File: config.mk
export PLATFORM = sky130hd
export DESIGN_NAME = prefetch
export DESIGN_NICKNAME = d
export VERILOG_FILES = /design/src/rtl/prefetch_pkg.sv /design/src/rtl/prefetch_fifo.sv /design/src/rtl/prefetch.sv
export SDC_FILE = /design/constraint.sdc
export NUM_CORES = 1
export LEC_CHECK = 0
export CAP_MARGIN = 20
export CORE_MARGIN = 8
export CORE_UTILIZATION = 55
export CTS_BUF_LIST = sky130_fd_sc_hd__clkbuf_4 sky130_fd_sc_hd__clkbuf_8 sky130_fd_sc_hd__clkbuf_16
export DETAILED_ROUTE_END_ITERATION = 6
export GPL_TIMING_DRIVEN = 0
export PLACE_DENSITY = 0.82
export SETUP_SLACK_MARGIN = 0.4
export SKIP_CTS_REPAIR_TIMING = 1
export SLEW_MARGIN = 20
export SYNTH_ARGS = -nofsm -noshare
export SYNTH_HDL_FRONTEND = slang
export SYNTH_SLANG_ARGS = --single-unit
File: constraint.sdc
create_clock -name clk -period 9.1 [get_ports clk]
set_input_delay 0.91 -clock clk [delete_from_list [all_inputs] [get_ports clk]]
set_output_delay 0.91 -clock clk [all_outputs]
set_load 0.1 [all_outputs]
File: src/rtl/prefetch_pkg.sv
// Shared definitions for the instruction prefetch stage: reset values,
// fetch FSM states and queue sizing.
package prefetch_pkg;

  localparam logic [15:0] RESET_CS = 16'hFFFF;
  localparam logic [15:0] RESET_IP = 16'h0000;

  localparam int FIFO_DEPTH_DEFAULT = 6;
  // Wide enough for occupancy/free counts up to the maximum depth of 8.
  localparam int CNT_W = 4;

  typedef enum logic {
    PF_IDLE,
    PF_FETCH
  } pf_state_t;

endpackage

File: src/rtl/prefetch_fifo.sv
// Byte queue for the prefetch stage: 0/1/2-byte push, 1-byte pop with a
// registered read port, flush, and a free-slot count that accounts for this cycle's pop.
module prefetch_fifo
  import prefetch_pkg::*;
#(
  parameter int DEPTH = FIFO_DEPTH_DEFAULT
) (
  input  logic             clk,
  input  logic             reset,
  input  logic             flush,
  input  logic [1:0]       push_cnt,
  input  logic [7:0]       push_lo,
  input  logic [7:0]       push_hi,
  input  logic             pop,
  output logic [7:0]       rd_data,
  output logic             empty,
  output logic [CNT_W-1:0] free_cnt
);

  localparam int PW = $clog2(DEPTH);

  logic [7:0]       mem [DEPTH];
  logic [PW-1:0]    rd_ptr;
  logic [PW-1:0]    wr_ptr;
  logic [CNT_W-1:0] count;
  logic             pop_ok;

  function automatic logic [PW-1:0] ptr_add(input logic [PW-1:0] p, input logic [1:0] n);
    int s;
    s = int'(p) + int'(n);
    if (s >= DEPTH) s = s - DEPTH;
    return PW'(s);
  endfunction

  assign pop_ok   = pop && (count != '0);
  assign empty    = (count == '0);
  assign free_cnt = CNT_W'(DEPTH) - count + {{(CNT_W-1){1'b0}}, pop_ok};

  // NOTE: sequential state uses non-blocking assignments so every register
  // samples pre-edge values, regardless of statement order.
  always_ff @(posedge clk) begin
    if (!reset) begin
      rd_ptr  <= '0;
      wr_ptr  <= '0;
      count   <= '0;
      rd_data <= 8'h00;
    end else if (flush) begin
      rd_ptr <= '0;
      wr_ptr <= '0;
      count  <= '0;
    end else begin
      if (pop_ok) begin
        rd_data <= mem[rd_ptr];
        rd_ptr  <= ptr_add(rd_ptr, 2'd1);
      end
      wr_ptr <= ptr_add(wr_ptr, push_cnt);
      count  <= count + {2'b00, push_cnt} - {{(CNT_W-1){1'b0}}, pop_ok};
    end
  end

  // NOTE: the storage array has no reset; occupancy and pointers alone
  // decide which entries are valid, so it can map onto plain RAM/flops.
  always_ff @(posedge clk) begin
    if (!flush) begin
      if (push_cnt != 2'd0) mem[wr_ptr] <= push_lo;
      if (push_cnt == 2'd2) mem[ptr_add(wr_ptr, 2'd1)] <= push_hi;
    end
  end

endmodule

File: src/rtl/prefetch.sv
// Instruction prefetch: fetches 16-bit words at CS:IP, splits them into bytes
// and queues them for the decoder; load_new_ip flushes and redirects.
module prefetch
  import prefetch_pkg::*;
#(
  parameter int FIFO_DEPTH = FIFO_DEPTH_DEFAULT
) (
  input  logic        clk,
  input  logic        reset,
  input  logic        load_new_ip,
  input  logic [15:0] new_cs,
  input  logic [15:0] new_ip,
  input  logic        fifo_rd_en,
  output logic [7:0]  fifo_rd_data,
  output logic        fifo_empty,
  output logic        mem_access,
  input  logic        mem_ack,
  output logic [18:0] mem_address,
  input  logic [15:0] mem_data
);

  pf_state_t        state, state_next;
  logic [15:0]      cs;
  logic [15:0]      fetch_ip;
  logic             discard;
  logic             start;
  logic [CNT_W-1:0] free_cnt;
  logic [CNT_W-1:0] need;
  logic [18:0]      word_addr;
  logic             ack_take;
  logic             push_ok;
  logic [1:0]       push_cnt;
  logic [7:0]       push_lo;

  // Word address of ({cs,4'b0} + ip) >> 1; the segment term has no bit 0,
  // so dropping ip[0] first gives the same 19-bit result, wrapping at 1 MiB.
  assign word_addr = {cs, 3'b000} + {4'b0000, fetch_ip[15:1]};
  assign need      = fetch_ip[0] ? CNT_W'(1) : CNT_W'(2);

  assign ack_take  = (state == PF_FETCH) && mem_ack;
  assign push_ok   = ack_take && !discard && !load_new_ip;
  assign push_cnt  = push_ok ? (fetch_ip[0] ? 2'd1 : 2'd2) : 2'd0;
  assign push_lo   = fetch_ip[0] ? mem_data[15:8] : mem_data[7:0];

  assign mem_access = (state == PF_FETCH);

  prefetch_fifo #(.DEPTH(FIFO_DEPTH)) u_fifo (
    .clk      (clk),
    .reset    (reset),
    .flush    (load_new_ip),
    .push_cnt (push_cnt),
    .push_lo  (push_lo),
    .push_hi  (mem_data[15:8]),
    .pop      (fifo_rd_en && !load_new_ip),
    .rd_data  (fifo_rd_data),
    .empty    (fifo_empty),
    .free_cnt (free_cnt)
  );

  // NOTE: every output of this block is given a default first so no path
  // leaves a value unassigned, which would otherwise infer a latch.
  always_comb begin
    state_next = state;
    start      = 1'b0;
    case (state)
      PF_IDLE: begin
        if (!load_new_ip && (free_cnt >= need)) begin
          state_next = PF_FETCH;
          start      = 1'b1;
        end
      end
      PF_FETCH: begin
        if (mem_ack) state_next = PF_IDLE;
      end
      default: state_next = PF_IDLE;
    endcase
  end

  always_ff @(posedge clk) begin
    if (!reset) begin
      state       <= PF_IDLE;
      cs          <= RESET_CS;
      fetch_ip    <= RESET_IP;
      discard     <= 1'b0;
      mem_address <= '0;
    end else begin
      state <= state_next;
      // Address is captured at request start so a redirect cannot disturb it.
      if (start) mem_address <= word_addr;
      if (load_new_ip) begin
        cs       <= new_cs;
        fetch_ip <= new_ip;
      end else if (push_ok) begin
        fetch_ip <= fetch_ip + (fetch_ip[0] ? 16'd1 : 16'd2);
      end
      if (ack_take) discard <= 1'b0;
      else if (load_new_ip && (state == PF_FETCH)) discard <= 1'b1;
    end
  end

endmodule

After elaboration in Yosys (flattened, before gate mapping)
Memory sizes are Yosys's and may differ from the RTL's. A register that Yosys moved wholly into a read port is not among the register bits.
Cells that the tools add are included.

cells by class
  $add $sub $neg = 12
  order comparisons = 4
  eq/ne operators = 1
  mux-type cells = 22
  bitwise logic cells = 3
  reduce and logical (&&, ||, !) cells = 17

operators by type and width
  kind                   number
  $mux W16               2
  $add A19 B15 Y19       1
  $add A16 B2 Y16        1
  $mux W3                5
  $ge A4 B3 Y1 const B   3
  $mux W1                9
  $sub A3 B2 Y3 const B  3
  $add A3 B1 Y4 const B  2
  $mux W2                4
  $mux W8                1
  $logic_and A1 B1 Y1    7
  $add A3 B2 Y4          1
  $add A4 B1 Y4          1
  $add A4 B2 Y4          1
  $ge A4 B2 Y1           1
  $logic_not A4 Y1       1
  $reduce_bool A2 Y1     2
  $reduce_bool A4 Y1     1
  $reduce_or A2 Y1       2
  $sub A3 B4 Y4 const A  1
  $sub A4 B1 Y4          1
  $logic_not A1 Y1       3
  $not A1 Y1             3
  $eq A2 B2 Y1 const B   1
  other kinds (2)        2

word-level totals
  bits in registers = 63
  memory bits (writable) = 48
  bits of input ports = 53
  output and inout bits = 29
  logic and storage cells = 68
  memories kept = 1

memory list
  name        words  width  rd ports  clocked after Yosys merged registers in  wr ports  RTL line             RTL
  u_fifo.mem  6      8      1         1                                        2         prefetch_fifo.sv:22  logic [7:0] mem [DEPTH];

Longest topological paths before layout
Gate-level depths: netlist (run 1).

  word-level depth = 8
  gate-level depth with buffers = 16

Cells and area by module
Synthesis (run 1) repeated with hierarchy kept, for this count alone.

unflattened totals
  cells, all modules = 623
  area total of the unflattened synthesis = 6637.6 sq um

modules (own cells, without submodules)
  module         instances  cells each  area each (sq um)  sequential area each (sq um)
  prefetch_fifo  1          277         3607.2             1801.7
  prefetch       1          346         3030.4             1061.0

Least setup slack after synthesis (run 1)
Ideal clock, no wire load.

  path kind = reg2reg
  start point = register u_fifo.count[2]
  end point = register mem_address[15]
  arrival time = 4924 ps
  data required time = 8964 ps
  setup slack = 4040 ps
  cell stages (with the launch flop) = 17
  clock period less this slack = 5060 ps
  path through = dfxtp_1 inv_1 ha_1 nor3b_1 nand2b_1 nand2b_1 buf_2 ha_1 ha_1 inv_1 ha_1 a21o_1 o21a_1 buf_2 buf_2 o2111ai_1 o221ai_1

on the way
  cells in the longest elaborated chain, start to end = 7
  elaborated cells between the ends (all ways) = 8
  classes of those cells = 2 x add/sub; 1 x order compare; 2 x mux; 3 x reduce/logical

ends and longest elaborated chain
  item                                                   RTL line             RTL
  from (decl)                                            prefetch_fifo.sv:25  logic [CNT_W-1:0] count;
  from (signal assigned)                                 prefetch_fifo.sv:57  count <= count + {2'b00, push_cnt} - {{(CNT_W-1){1'b0}}, pop_ok};
  branches (longest 2 deep; another with $sub A3 B4 Y4)  -
  $add A4 B1 Y4 *                                        prefetch_fifo.sv:37  assign free_cnt = CNT_W'(DEPTH) - count + {{(CNT_W-1){1'b0}}, pop_ok};
  $ge A4 B2 Y1 *                                         prefetch.sv:67       if (!load_new_ip && (free_cnt >= need)) begin
  $logic_and A1 B1 Y1 *                                  prefetch.sv:67
  $mux W1 *                                              prefetch.sv:67
  $mux W1 *                                              prefetch.sv:65       case (state)
  to (signal assigned)                                   prefetch.sv:89       if (start) mem_address <= word_addr;
  to (decl)                                              prefetch.sv:18       output logic [18:0] mem_address,

Every way passes the cells marked *.
A chain may end at the register's enable or synchronous reset.

Worst setup path after layout (run 1)
  start point = input port load_new_ip
  end point = register mem_address[13]

on the way
  cells in the longest elaborated chain, start to end = 8

ends and longest elaborated chain
  item                   RTL line             RTL
  from (decl)            prefetch.sv:10       input logic load_new_ip,
  $logic_not A1 Y1 *     -
  $logic_and A1 B1 Y1    prefetch.sv:54       .pop (fifo_rd_en && !load_new_ip),
  $logic_and A1 B1 Y1    prefetch_fifo.sv:35  assign pop_ok = pop && (count != '0);
  $add A4 B1 Y4          prefetch_fifo.sv:37
  $ge A4 B2 Y1           prefetch.sv:67
  $logic_and A1 B1 Y1 *  prefetch.sv:67
  $mux W1 *              prefetch.sv:67
  $mux W1 *              prefetch.sv:65

Mark *: on every way between the ends. The rest lies on a longest branch, timed or not.

==> results of run 1 <==
per-layer routing:
| metal | vias up | track usage (%) |
|---|---|---|
| li1 | 2521 | - |
| met1 | 2544 | 24.20 |
| met2 | 177 | 37.04 |
| met3 | 36 | 6.162 |
| met4 | 0 | 9.169 |
| met5 | - | 0 |
power by group through the flow:
stage | Clock, mW | Sequential, mW | Combinational [mW]
after global routing | 0.750 | 0.601 | 0.339
after global placement | 0 | 0.608 | 0.303
after floorplan | 0 | 0.682 | 0.149
after CTS | 0.733 | 0.599 | 0.315
final | 0.728 | 0.599 | 0.316
after detailed placement | 0 | 0.610 | 0.311
stage by stage:
step                utilization, %  instances  hold WS, ns
floorplan                        -        633       0.4484
global placement             63.80        861       0.4460
detailed placement           63.80        861       0.4494
CTS                          69.22        893       0.4581
global route                 69.22        893       0.4735
finish                       69.22        893       0.4567
critical path: stages:
cell and delay (ns):
clkdlybuf4s50_1 0.60, clkinv_1 0.27, nand2b_1 0.12, buf_2 0.24
ha_1 0.23, ha_1 0.24, inv_1 0.06, ha_1 0.22
a21o_1 0.17, o21ai_1 0.63, a2111o_1 0.16, o221ai_1 0.11
registers in the layout (all words and copies together), names as in the netlist:
register        cells
cs                 16
discard             1
fetch_ip           16
mem_access          1
mem_address        19
u_fifo.count        4
u_fifo.mem         48
u_fifo.rd_data      8
u_fifo.rd_ptr       3
u_fifo.wr_ptr       3
how the worst max path moves through the flow:
stage | from | depth (start not counted) | slack [ns] | endpoint
detailed placement | load_new_ip | 12 | 4.98 | mem_address[13]
CTS | load_new_ip | 12 | 5.42 | mem_address[13]
global route | load_new_ip | 12 | 5.21 | mem_address[11]
finish | load_new_ip | 12 | 5.41 | mem_address[13]
floorplan | u_fifo.count[2] | 16 | 4.04 | mem_address[15]
global placement | load_new_ip | 12 | 5.04 | mem_address[17]
area by class of cell:
class | count | area share (%)
Inverter | 25 | 1.148
Sequential cell | 119 | 35.02
Clock inverter | 14 | 2.525
Timing Repair Buffer | 81 | 9.917
Multi-Input combinational cell | 459 | 42.16
Buffer | 30 | 1.684
Tap cell | 147 | 2.250
Clock buffer | 18 | 5.295
synthesized netlist by cell type (all sizes together) (2+ instances only):
master and instances:
a211oi 7, a21o 7, a21oi 52, a31oi 11, and2 3, and3 5, buf 14, clkbuf 16
clkinv 3, dfxtp 71, edfxtp 48, fa 2, ha 29, inv 22, maj3 2, mux2 48
mux2i 29, mux4 8, nand2 69, nand2b 8, nand3 17, nand3b 5, nand4 6, nor2 35
nor2b 4, nor3 8, nor3b 5, o211a 3, o211ai 15, o21a 3, o21ai 21, o221ai 2
o22ai 2, o31a 2, o31ai 3, or2 2, or3 2, or4 3, xnor2 16, xor2 11
logic make-up after synthesis:
kind of cell / after synthesis
buffers and inverters: 55
AOI/OAI and AO/OA: 136
muxes: 85
adders and majority gates: 33
xor gates and xnor gates: 27
and+or+nand+nor: 178
DFF: 119
==> impl_metrics.yaml, run 1 <==
power:
  comb_power_share_pct: 19.2
  pwr-share-clk_pct: 44.3
  pwr-share-seq_pct: 36.5
  p_leak_nw: 3.052
  swShare_pct: 28.06
  peakVddDrop_v: 0.0001120
  switching_power_uw: 460.9
  intPower_mw: 1.182
  powerDensity_mw_per_mm2: 200.9
  power_mw: 1.643
min_path:
  hold_depth: 2
  whs_endpoint: "u_fifo.rd_data[5]"
  min_from: "u_fifo.rd_data[5]"
  hp-class: "flip-flop to flip-flop"
synth:
  ys_seq_elements: 119
  synth_area_per_cell_um2: 10.33
  ys_types: 66
  async_flop_share_pct: 0
  yosys_most_used_dff: "dfxtp_1"
  synth_nets: 717
  synth_area_leaders: "edfxtp_1 22%, dfxtp_1 22%, mux2_2 8.3%, ha_1 5.5%, mux2i_1 4.4%"
  synth-xor-area-share_pct: 3.615
  yosysWarningCount: 0
  synth-simple-area-share_pct: 13.54
  synth_top_area_share_pct: 22.04
  synthMuxAreaShare_pct: 15.46
  synth_compound_area_share_pct: 13.62
  ys_seq_area_share_pct: 43.76
  synthAdderAreaFrac_pct: 6.465
  synth_top_family_by_area: "multiplexers"
  synth_area_mm2: 0.006541
  netlist_instances: 633
  yosys.area.top_type: "edfxtp_1"
  synth_edf_count: 48
routing:
  wl_met1_mm: 6.927
  drtAntennaViolNets: 0
  routed_wl_mm: 16.72
  wl_met2_mm: 8.416
  viasPerCell: 5.910
  firstDrtPassIters: 5
  wl_met3_mm: 1.012
  remaining_drc_errors: 0
  avgRoutedWirePerCell_um: 18.72
  routed.top_layer: "met4"
  vias: 5278
  drtIter0Drc: 509
global_routing:
  grt_pass1_vias: 5305
  antenna_found_initial: 0
  grt_start_max_net_pins: 17
  grt_pass1_wl_mm: 26.66
  grt_overflow_total: 0
  globalRouteTotalUtil_pct: 21.41
floorplanning:
  core_mm2: 0.01181
  dieArea_mm2: 0.01564
  die_h_um: 125.1
  io_pins: 82
  initial_core_util_pct: 55.38
  die_x_um: 125.1
  rows: 40
cells_and_area:
  final_common_cell: "clkdlybuf4s50_1"
  post-route-cell-area_mm2: 0.008175
  nNetsFinal: 817
  register_area_mm2: 0.002863
  layout-drive-gt1-share_pct: 15.55
  antenna_cells: 0
  multi_input_area_mm2: 0.003447
  area_delta_synth_final_pct: 24.98
  num-fill-cells: 854
  final_cell_mix: "81 x clkdlybuf4s50_1, 71 x dfxtp_1, 69 x nand2_1"
place:
  dp_hpwl_mm: 11.99
  preCtsSetupSlack_ns: 4.975
  io_buffers: 81
  routabilityCongestion: 0.9206
  place_area_mm2: 0.007536
clock_tree:
  cts.sinks: 119
  clk_latency_ns: 0.42
  clock-root-buffer: "clkbuf_16"
  cts_tree: "built"
  clock_path_buffers: 2
  htree_levels: 4
  cts_buffers: 17
  clkSlewWorstSetupHoldPaths_ns: 0.05
worst_setup_path:
  r2r-start: "u_fifo.count[2]"
  cp_data_arrival_time_ns: 3.98
  rr_worst_depth: 14
  worstSetupStartpointType: "primary input"
  r2r_slack_ns: 5.56
  r2r_end: "mem_address[13]"
  path_class: "primary input to flip-flop"
  crit_fanout: 10
  crit_required_ns: 9.39
  worstSetupEndpointType: "flip-flop"
outcome:
  outcome: "complete, no violations"
sta:
  fin_skew_ns: 0.006340
  hold_viol_final: 0
  worst_pin_slew_ns: 1.015
  fin_crit_ns: 3.691
  slew_violations: 0
  worst_slack_ns: 5.409
  fin_tns_setup_ns: 0
  timing.fmax_ghz: 0.2709
  finalSetupViolCount: 0
  slew_headroom_pct: 32.35
  min_period_over_period_pct: 40.56
  rsz0062_at_grt: "no"
flow_run:
  max_cap_viol_count: 0
(Power assumes the default switching activity.)
==> run 2: changes to the inputs <==
==> constraint.sdc (replaced) <==
create_clock -name clk -period 3.7 [get_ports clk]
set_input_delay 0.37 -clock clk [delete_from_list [all_inputs] [get_ports clk]]
set_output_delay 0.37 -clock clk [all_outputs]
set_load 0.1 [all_outputs]
==> run 2 against run 1 <==
Effect of this change:
- combinational power grew to 2.5 times the previous value
- wire length increased by 2.1%
- first-iteration DRC count fell by 6.1%
- hold slack got worse by 0.0019 ns
- register-to-register slack got worse by 5.0 ns
- power increased by 130%
- utilization grew 0.29 points
- critical path type is now flip-flop to flip-flop
- critical endpoint is now u_fifo.mem[1][7]
==> impl_metrics.yaml, run 2 (synthesis results as in run 1) <==
global_routing:
  grt_pass1_wl_mm: 27.58
  globalRouteTotalUtil_pct: 22.02
  grt_overflow_total: 0
  antenna_found_initial: 0
  grt_pass1_vias: 5438
  grt_start_max_net_pins: 17
clock_tree:
  cts_tree: "built"
  clkSlewWorstSetupHoldPaths_ns: 0.06
  clock_path_buffers: 2
  cts_buffers: 17
  clock-root-buffer: "clkbuf_16"
  clk_latency_ns: 0.42
  htree_levels: 4
  cts.sinks: 119
routing:
  routed_wl_mm: 17.06
  vias: 5452
  drtIter0Drc: 478
  remaining_drc_errors: 0
  avgRoutedWirePerCell_um: 19.11
  drtAntennaViolNets: 0
  firstDrtPassIters: 5
  viasPerCell: 6.105
flow_run:
  max_cap_viol_count: 0
floorplanning:
  die_x_um: 125.1
  core_mm2: 0.01181
  die_h_um: 125.1
  dieArea_mm2: 0.01564
  io_pins: 82
  rows: 40
  initial_core_util_pct: 55.38
sta:
  finalSetupViolCount: 0
  hold_viol_final: 0
  fin_crit_ns: 3.116
  worst_pin_slew_ns: 1.078
  rsz0062_at_grt: "no"
  fin_tns_setup_ns: 0
  fin_skew_ns: 0.006383
  timing.fmax_ghz: 0.3209
  slew_headroom_pct: 28.15
  min_period_over_period_pct: 84.22
  slew_violations: 0
worst_setup_path:
  crit_fanout: 10
  worstSetupStartpointType: "flip-flop"
  worstSetupEndpointType: "flip-flop"
  path_class: "flip-flop to flip-flop"
  rr_worst_depth: 7
  crit_required_ns: 3.74
  cp_data_arrival_time_ns: 3.15
place:
  io_buffers: 81
  place_area_mm2: 0.007646
  dp_hpwl_mm: 12.23
  routabilityCongestion: 0.9445
cells_and_area:
  final_cell_mix: "81 x clkdlybuf4s50_1, 69 x nand2_1, 69 x dfxtp_1"
  area_delta_synth_final_pct: 25.50
  post-route-cell-area_mm2: 0.008209
  reg.largest.list: "u_fifo.mem x48, mem_address x19"
  nNetsFinal: 817
  largest_reg_flops: 48
  layout-drive-gt1-share_pct: 17.29
  regMostFlops: "u_fifo.mem"
  final_common_cell: "clkdlybuf4s50_1"
  antenna_cells: 0
outcome:
  outcome: "complete, no violations"
power:
  p_leak_nw: 3.060
  peakVddDrop_v: 0.0003340
  powerDensity_mw_per_mm2: 469.7
min_path:
  hold_depth: 2
  hp-class: "flip-flop to flip-flop"
## run 2: changes by cell type in the layout (fill, tap and decap cells not counted), sizes merged
cell      previous run  this run
bufinv               5         2
clkbuf              34        33
clkinv               7        12
clkinvlp             5         4
## run 2: layer usage
layer	GRT usage (%)	share of wire, %
met5	0	0
met4	8.596	2.2
met3	5.695	5.9
met2	36.91	49
met1	26.54	43
## run 2: per-stage QoR
step	utilization (%)	hold WS (ns)	std cells	setup WS (ns)	power [mW]
6_report	69.50	0.4548	893	0.5838	3.855
5_1_grt	69.50	0.4744	893	0.4484	3.981
4_1_cts	69.50	0.4533	893	0.5823	3.863
3_5_place_dp	64.74	0.4459	861	0.2663	2.288
3_3_place_gp	64.74	0.4486	861	0.2862	2.264
2_1_floorplan	-	0.4484	633	0.2861	2.063
## run 2: final timing paths
path                                   startpoint                end  slack (ns)
worst max-delay path             u_fifo.wr_ptr[1]   u_fifo.mem[1][7]        0.58
worst min-delay path            u_fifo.rd_data[3]  u_fifo.rd_data[3]        0.45
worst max register to register   u_fifo.wr_ptr[1]   u_fifo.mem[1][7]        0.58
worst min register to register  u_fifo.rd_data[3]  u_fifo.rd_data[3]        0.45
## run 2: critical path: stages, from the launching register on
cell      delay [ns]
dfxtp_1         0.37
buf_2           0.25
inv_1           0.14
ha_1            0.41
a211oi_1        0.07
a21oi_1         0.44
nand3_1         0.17
a21oi_1         0.88
## run 2: final cells by class
| cell class | count | area, um2 |
|---|---|---|
| fill | 847 | 3602 |
| sequential | 119 | 2865 |
| timing repair buffer | 81 | 810.8 |
| clock buffer | 17 | 425.4 |
| multi-input combinational | 459 | 3530 |
| buffer | 30 | 162.7 |
| inverter | 25 | 93.84 |
| tap | 147 | 183.9 |
| clock inverter | 15 | 137.6 |
## run 2: report_power, final
part	switching (mW)	internal [mW]
clock	0.607	0.976
combinational	0.495	0.302
sequential	0.0480	1.43
total	1.15	2.71
==> run 3: changes to the inputs <==
--- a/config.mk
+++ b/config.mk
@@ -7,11 +7,11 @@
 export LEC_CHECK = 0
 export CAP_MARGIN = 20
 export CORE_MARGIN = 8
-export CORE_UTILIZATION = 55
+export CORE_UTILIZATION = 51
 export CTS_BUF_LIST = sky130_fd_sc_hd__clkbuf_4 sky130_fd_sc_hd__clkbuf_8 sky130_fd_sc_hd__clkbuf_16
 export DETAILED_ROUTE_END_ITERATION = 6
 export GPL_TIMING_DRIVEN = 0
-export PLACE_DENSITY = 0.82
+export PLACE_DENSITY = 0.8
 export SETUP_SLACK_MARGIN = 0.4
 export SKIP_CTS_REPAIR_TIMING = 1
 export SLEW_MARGIN = 20
==> constraint.sdc (replaced) <==
create_clock -name clk -period 2.77 [get_ports clk]
set_input_delay 0.277 -clock clk [delete_from_list [all_inputs] [get_ports clk]]
set_output_delay 0.277 -clock clk [all_outputs]
set_load 0.1 [all_outputs]
==> run 3 against run 2 <==
Effect of this change:
- the run now ends with negative setup slack left
- highest routed layer unchanged
- register-to-register slack worse by 0.64 ns
- largest power group unchanged
- critical path type unchanged
- clock skew rose by 0.00084 ns
- largest cell class unchanged
- global-route usage down 0.73 points
==> impl_metrics.yaml, run 3 (synthesis results as in run 1) <==
floorplanning:
  initial_core_util_pct: 52.05
  io_pins: 82
  die_h_um: 129.3
  die_x_um: 129.3
  core_mm2: 0.01257
  rows: 41
  dieArea_mm2: 0.01671
global_routing:
  globalRouteTotalUtil_pct: 21.29
  grt_pass1_wl_mm: 27.37
  grt_start_max_net_pins: 17
  antenna_found_initial: 0
  grt_pass1_vias: 5395
  grt_overflow_total: 0
sta:
  hold_slack_ns: 0.3778
  timing.fmax_ghz: 0.3540
  worst_slack_ns: -0.05477
  fin_skew_ns: 0.007225
  min_period_over_period_pct: 102.0
  slew_headroom_pct: 34.20
  rsz0062_at_grt: "yes"
  worst_pin_slew_ns: 0.9840
  fin_tns_setup_ns: -0.1697
  fin_crit_ns: 2.825
  finalSetupViolCount: 7
  slew_violations: 0
  hold_viol_final: 0
power:
  intPower_mw: 3.610
  pwr-share-seq_pct: 37.6
  swShare_pct: 31.02
  comb_power_share_pct: 22.8
  p_leak_nw: 3.289
  switching_power_mw: 1.624
  pwr-share-clk_pct: 39.6
  powerDensity_mw_per_mm2: 588.9
  peakVddDrop_v: 0.0004360
cells_and_area:
  final_common_cell: "clkdlybuf4s50_1"
  layout-drive-gt1-share_pct: 25.16
  reg.largest.list: "u_fifo.mem x48, mem_address x19"
  nNetsFinal: 846
  largest_reg_flops: 48
  antenna_cells: 0
  regMostFlops: "u_fifo.mem"
  area_delta_synth_final_pct: 35.88
  final_cell_mix: "79 x clkdlybuf4s50_1, 68 x nand2_1, 65 x dfxtp_1"
routing:
  avgRoutedWirePerCell_um: 19.96
  drtIter0Drc: 414
  remaining_drc_errors: 0
  drtAntennaViolNets: 0
  routed_wl_mm: 18.90
  viasPerCell: 5.887
  firstDrtPassIters: 5
  vias: 5575
worst_setup_path:
  crit_fanout: 10
  crit_path_start: "u_fifo.count[3]"
  r2r-start: "u_fifo.count[3]"
  crit_required_ns: 3.06
  worstSetupStartpointType: "flip-flop"
  worstSetupEndpointType: "flip-flop"
  cp_data_arrival_time_ns: 3.11
  path_class: "flip-flop to flip-flop"
clock_tree:
  clock_path_buffers: 2
  cts_tree: "built"
  htree_levels: 4
  cts_buffers: 17
  clk_latency_ns: 0.42
  clock-root-buffer: "clkbuf_16"
  cts.sinks: 119
  clkSlewWorstSetupHoldPaths_ns: 0.06
place:
  routabilityCongestion: 0.9332
  io_buffers: 81
  dp_hpwl_mm: 12.44
outcome:
  outcome: "complete, but fails checks"
  violations: "negative setup slack"
flow_run:
  max_cap_viol_count: 0
min_path:
  min_from: "load_new_ip"
  hp-class: "primary input to flip-flop"
==> run 3: cell types whose count changed in the layout (fill, tap and decap cells not counted), sizes merged <==
cell | previous run | this run
bufinv | 2 | 1
dlymetal6s2s | 0 | 2
clkdlybuf4s50 | 81 | 79
clkinvlp | 4 | 3
clkinv | 12 | 9
buf | 14 | 41
inv | 22 | 27
clkbuf | 33 | 35
==> run 3: routing by layer <==
metal	up-vias	share of wire, %	GRT usage (%)
met5	-	0	0
met1	2700	41	25.48
met4	0	3.6	8.915
met2	229	50	36.03
met3	49	5.6	4.930
li1	2597	-	-
==> run 3: worst paths after layout <==
path / depth (start not counted) / slack (ns) / to
max: 16 / -0.05 / mem_address[15]
max reg2reg: 16 / -0.05 / mem_address[15]
min reg2reg: 2 / 0.46 / u_fifo.rd_data[7]
min: 3 / 0.38 / fetch_ip[3]
==> run 3: area by class of cell <==
class / count / area, um2
buffer: 30 / 188.9
clock buffer: 17 / 425.4
clock inverter: 15 / 127.6
fill: 862 / 3680
inverter: 25 / 107.6
multi-input combinational: 459 / 3784
sequential: 119 / 2875
tap: 172 / 215.2
timing repair buffer: 110 / 1165
==> run 3: power by group through the flow <==
stage | Combinational (mW) | Clock [mW] | Sequential [mW]
final | 1.19 | 2.07 | 1.97
after CTS | 1.07 | 2.08 | 1.97
after detailed placement | 1.06 | 0 | 2.00
after global routing | 1.26 | 2.15 | 1.98
after floorplan | 0.516 | 0 | 2.24
after global placement | 1.03 | 0 | 2.00
==> run 3: critical path: stages (launching register included) <==
cell and delay [ns]:
dfxtp_2 0.34, inv_2 0.05, ha_4 0.14, nor3b_4 0.14, nand2b_4 0.17, nand2b_4 0.14, buf_8 0.12, ha_4 0.16
ha_4 0.27, inv_4 0.03, ha_4 0.21, a21o_1 0.18, o21a_1 0.20, buf_6 0.15, buf_6 0.16, o2111ai_2 0.07
o221ai_1 0.14
==> run 3: per-stage QoR <==
step / instance area (um2) / setup WS, ns / power [mW] / utilization [%] / instances
after CTS: 8259 / -0.3160 / 5.116 / 65.71 / 918
after floorplan: 6680 / -0.6404 / 2.758 / - / 633
final: 8889 / -0.05477 / 5.234 / 70.72 / 947
after global placement: 7706 / -0.5930 / 3.031 / 61.31 / 886
after detailed placement: 7706 / -0.6539 / 3.064 / 61.31 / 886
after global routing: 8889 / -0.1421 / 5.392 / 70.72 / 947
